`src/rtl/mydesign_seq.sv`:
```
// mydesign_seq: sequential form of F = ((A*B) + (C << i)) >> j.
// A radix-2 shift-add multiplier consumes one multiplier bit per clock. The
// adjust step then adds the shifted addend and applies the right shift. Both
// sides use valid/ready handshakes. ovf reports nonzero bits lost above
// bit 2*W-1 once the right shift has been applied.
//
// Ports:
//   clk        rising-edge clock
//   rst        synchronous, active-high reset
//   in_valid   operand set A/B/C/i/j valid
//   in_ready   block can accept an operand set (high only in IDLE)
//   A, B, C    unsigned operands, W bits
//   i          left shift applied to C, SHW bits
//   j          right shift applied to the final sum, SHW bits
//   out_valid  F/ovf valid (high only in DONE)
//   out_ready  downstream accepts F
//   F          result, 2*W bits, holds its value until the next ADJ or reset
//   ovf        truncation flag for F
module mydesign_seq #(
  parameter int W   = 8,
  parameter int SHW = 3
) (
  input  logic             clk,
  input  logic             rst,
  input  logic             in_valid,
  output logic             in_ready,
  input  logic [W-1:0]     A,
  input  logic [W-1:0]     B,
  input  logic [W-1:0]     C,
  input  logic [SHW-1:0]   i,
  input  logic [SHW-1:0]   j,
  output logic             out_valid,
  input  logic             out_ready,
  output logic [2*W-1:0]   F,
  output logic             ovf
);

  // The sum is wide enough for acc plus C shifted by the largest i, so
  // nothing is lost before the right shift.
  localparam int SW = 2*W + (1 << SHW);
  localparam int CW = $clog2(W + 1);

  typedef enum logic [1:0] {
    IDLE = 2'd0,
    MUL  = 2'd1,
    ADJ  = 2'd2,
    DONE = 2'd3
  } state_t;

  state_t           state_r;
  state_t           state_s;
  logic [2*W-1:0]   a_r;
  logic [W-1:0]     b_r;
  logic [W-1:0]     c_r;
  logic [SHW-1:0]   i_r;
  logic [SHW-1:0]   j_r;
  logic [2*W-1:0]   acc_r;
  logic [CW-1:0]    cnt_r;
  logic [2*W-1:0]   f_r;
  logic             ovf_r;
  logic             in_ready_r;
  logic             out_valid_r;
  logic [SW-1:0]    sum_s;
  logic [SW-1:0]    res_s;

  // Adjust-step arithmetic: add the shifted addend, then shift right.
  always_comb begin
    sum_s = SW'(acc_r) + (SW'(c_r) << i_r);
    res_s = sum_s >> j_r;
  end

  // Next-state logic for the handshake/multiply sequencer.
  always_comb begin
    state_s = state_r;
    case (state_r)
      IDLE: begin
        if (in_valid && in_ready_r) begin
          state_s = MUL;
        end else begin
          state_s = IDLE;
        end
      end
      MUL: begin
        if (cnt_r == CW'(W - 1)) begin
          state_s = ADJ;
        end else begin
          state_s = MUL;
        end
      end
      ADJ: begin
        state_s = DONE;
      end
      DONE: begin
        if (out_ready) begin
          state_s = IDLE;
        end else begin
          state_s = DONE;
        end
      end
      default: begin
        state_s = IDLE;
      end
    endcase
  end

  // State register plus registered handshake flags, derived from next state.
  always_ff @(posedge clk) begin
    if (rst) begin
      state_r     <= IDLE;
      in_ready_r  <= 1'b1;
      out_valid_r <= 1'b0;
    end else begin
      state_r     <= state_s;
      in_ready_r  <= (state_s == IDLE);
      out_valid_r <= (state_s == DONE);
    end
  end

  // Operand capture, shift-add multiply and result registers.
  always_ff @(posedge clk) begin
    if (rst) begin
      a_r   <= '0;
      b_r   <= '0;
      c_r   <= '0;
      i_r   <= '0;
      j_r   <= '0;
      acc_r <= '0;
      cnt_r <= '0;
      f_r   <= '0;
      ovf_r <= 1'b0;
    end else begin
      case (state_r)
        IDLE: begin
          if (in_valid && in_ready_r) begin
            a_r   <= (2*W)'(A);
            b_r   <= B;
            c_r   <= C;
            i_r   <= i;
            j_r   <= j;
            acc_r <= '0;
            cnt_r <= '0;
          end
        end
        MUL: begin
          // The multiplicand moves up one place for each multiplier bit used.
          if (b_r[0]) begin
            acc_r <= acc_r + a_r;
          end
          a_r   <= a_r << 1;
          b_r   <= b_r >> 1;
          cnt_r <= cnt_r + CW'(1);
        end
        ADJ: begin
          f_r   <= res_s[2*W-1:0];
          ovf_r <= |res_s[SW-1:2*W];
        end
        DONE: begin
          f_r   <= f_r;
          ovf_r <= ovf_r;
        end
        default: begin
          acc_r <= '0;
        end
      endcase
    end
  end

  assign in_ready  = in_ready_r;
  assign out_valid = out_valid_r;
  assign F         = f_r;
  assign ovf       = ovf_r;

endmodule

```
`config.mk`:
```
export PLATFORM = sky130hd
export DESIGN_NAME = mydesign_seq
export DESIGN_NICKNAME = d
export VERILOG_FILES = /design/src/rtl/mydesign_seq.sv
export SDC_FILE = /design/constraint.sdc
export NUM_CORES = 1
export LEC_CHECK = 0
export BUFFER_PORTS_ARGS = -buffer_cell sky130_fd_sc_hd__buf_2
export CAP_MARGIN = 20
export CORE_ASPECT_RATIO = 0.7
export CORE_UTILIZATION = 50
export DETAILED_ROUTE_END_ITERATION = 16
export PLACE_DENSITY = 0.71
export SLEW_MARGIN = 20
export SYNTH_ARGS = -nofsm -noshare
export SYNTH_HDL_FRONTEND = slang
export SYNTH_SLANG_ARGS = --single-unit
```
`constraint.sdc`:
```
create_clock -name clk -period 8.35 [get_ports clk]
set_clock_uncertainty 0.05 [all_clocks]
set_input_delay 1.2525 -clock clk [delete_from_list [all_inputs] [get_ports clk]]
set_output_delay 1.2525 -clock clk [all_outputs]
set_load 0.02 [all_outputs]
```
==> metrics <==
asr flop ratio synth=0%; die area=10,700 sq um; CP Capture Type=flip-flop; HP Start=b_r[7]; gr ovfl total=0; hold path endpoint=b_r[7]; antenna violations before repair=0; Core Area=9830 sq um; met3 usage=between 4 and 5%; R2R Setup Slk=4.10 ns; flop and latch count out of synthesis=79; highest-count cells in the layout ignoring fill and taps=79 x dfxtp_1, 77 x nand2_1, 73 x nor2_1; Die Width=123 um; sequential share of the synthesized area=slightly above 30%; multiplexer share of the synthesized area=9.91%; Detailed Route WL=12.7 mm; unrepaired setup endpoints after global routing=no; Final min period=4.25 ns; final hold vios=0; drt wl/cell=16.1 um; met2 usage=39.7%; count of final max-slew check failures=0; Area growth syn-to-layout=12.2%; TritonCTS Sinks=between 70 and 80; Max VDD drop=between 0.1 and 0.15 mV; Post-Syn Area=5130 sq um; Rows=30; WS Path Type=flip-flop to flip-flop; status=complete, no violations; Synth Area in Adders=8.35%; Final nets=approximately 720; Vias/cell=5.85; Avg Inst Size Synth=between 8 and 9 sq um; final worst-path cycle share=50.9%; Fillers=about 900; Tot GR Track Use=24.8%; Worst R2R Path Depth=14; Ys Warns=0; Syn Nets=693; Setup violations, final=0; first-pass GRT wire length=just over 20 mm; post-synthesis compound-gate area fraction=21.7%; Area after DPL=roughly 5400 sq um; hpwl dp=9.37 mm; DR pass1 iterations=5; Lkg Pwr=2.40 nW; Design Area, Final=5750 sq um; Top-Level Pins=53; Clk Latency, worst-skew pair=0.34 ns; final setup TNS=0 ns; IO buf count=52; clk buf depth=2; number of synthesized flops with an enable pin=0; diode count=0; multi-input logic area=approximately 3300 sq um; cts hold-fix bufs=0; met1 Track Usage GR=about a third; commonest non-fill, non-tap cell in the layout=dfxtp_1; maximum fanout along the worst path=13; hold path cells=2; H-tree Lvls=3; Root Buffer=clkbuf_16; Synth cell types=62; Rel. slew slack=a little over a third; Req. time, crit path=between 8 and 9 ns; total vias in the final route=4,625; measured slew at the worst slew-check pin=0.962 ns; Antenna Nets Post-Route=0; Reg2Reg Launch Point=i_r[1]; Num CTS Buffers=9; Hold Slack=0.416 ns; die span in y=approximately 87 um; Synth Area in Simple Gates=21.1%; vias in the first global route=between 4,000 and 5,000; Worst-path clk slew=0.06 ns; post-CTS setup repair buffer count=0; Arr. time, crit path=4.43 ns; Mapped Cells=626; Primary FF master, synth=dfxtp_1; FMAX=between 200 and 250 MHz; main combinational cell family by area after synthesis=compound AO/OA/AOI/OAI gates; Post-Synth XOR/XNOR Area=4.27%; Min-Delay Path Class=flip-flop to flip-flop; GRT Max-Usage Layer=met2; DRC=0; Iter 0 DRT Violations=403; r2r endpoint=F[11]; Reg area=1580 sq um; layout cell share with drive strength beyond 1=between 10% and 20%; PostCTS Resize Cnt=0; largest net degree at the start of global routing=between 80 and 90; MaxCap Viol Count=0; clock tree from TritonCTS=yes; gpl congestion=0.862; Initial Util=between 50% and 60%; PD cells=172 nW/um^2; startpoint types=flip-flop
==> where the power goes <==
group	total (mW)	leakage [nW]	switching, mW	internal [mW]
Sequential	0.413	0.642	0.0206	0.393
Combinational	0.148	1.60	0.0892	0.0587
Clock	0.425	0.153	0.162	0.263
==> layer usage <==
layer  share of wire, %  vias up
met1                 49     2166
li1                   -     2331
met5                  0        -
met4                1.2        0
met3                4.3       13
met2                 45      115
==> how the worst max path moves through the flow <==
stage	from	to	slack [ns]	depth (start not counted)
3_3_place_gp	i_r[1]	F[11]	4.24	14
3_5_place_dp	i_r[1]	F[11]	4.16	14
5_1_grt	i_r[1]	F[11]	3.78	12
4_1_cts	i_r[1]	F[11]	4.11	14
2_1_floorplan	i_r[1]	F[11]	4.35	14
6_report	i_r[1]	F[11]	4.10	14
==> cells in the mapped netlist, types with 4 or more instances <==
master	number	area, sq um
nor3_1	8	40.0
o22ai_1	5	31.3
a22oi_1	20	150
and2_1	6	37.5
a211oi_1	14	105
nor4_1	6	37.5
inv_1	11	41.3
nand3_1	18	90.1
o21a_1	5	37.5
nand4_1	4	25.0
a21o_1	6	45.0
nand3b_1	7	52.6
nor2_1	73	274
or3_1	4	25.0
xnor2_1	13	114
buf_1	4	15.0
xor2_1	12	105
mux2_2	5	56.3
nand2_1	77	289
and3_1	6	37.5
mux4_2	10	225
a31oi_1	5	31.3
clkbuf_1	31	116
ha_1	31	388
o21ai_0	24	120
nor2b_1	7	43.8
mux2i_1	20	200
nand2b_1	5	31.3
a21oi_1	62	310
dfxtp_1	79	1580
o211ai_1	4	30.0
o21bai_1	7	52.6
==> sequential cells by signal, summed over array words and instances, names as in the netlist <==
register,count
F,16
j_r,3
a_r,16
state_r,2
acc_r,16
b_r,8
c_r,8
cnt_r,4
in_ready,1
out_valid,1
i_r,3
ovf,1
==> through the flow <==
step           std cells  total power [mW]  setup WS [ns]  utilization, %
3_5_place_dp         774             0.567           4.16            55.3
2_1_floorplan        626             0.528           4.35               -
4_1_cts              790             0.991           4.11            58.5
6_report             790             0.987           4.10            58.5
5_1_grt              790              1.03           3.78            58.5
3_3_place_gp         774             0.562           4.24            55.3
==> final cells by class <==
| type | count | share of cell area, % |
|---|---|---|
| sequential | 79 | 27.5 |
| tap | 128 | 2.78 |
| timing repair buffer | 57 | 5.18 |
| clock buffer | 10 | 3.98 |
| clock inverter | 6 | 1.57 |
| inverter | 12 | 0.783 |
| multi-input combinational | 498 | 58.2 |
==> logic make-up after synthesis <==
group	count (synthesis)
buffers and inverters	49
xor gates and xnor gates	25
and+or+nand+nor	232
DFF	79
AOI/OAI and AO/OA	172
muxes	36
adders and majority gates	33
==> critical path, cell delays in order, from the launching register on <==
cell and delay, ns:
dfxtp_1 0.61, mux2_2 0.41, nor2_1 0.09, a21oi_1 0.07, nand2_1 0.09, o21ai_0 0.08, ha_1 0.42, a2111oi_4 0.36
o21ai_2 0.12, o211a_1 0.24, or4_4 0.49, and3_4 0.20, mux4_2 0.47, nor2b_4 0.14, o31a_1 0.29
(Power assumes the default switching activity.)
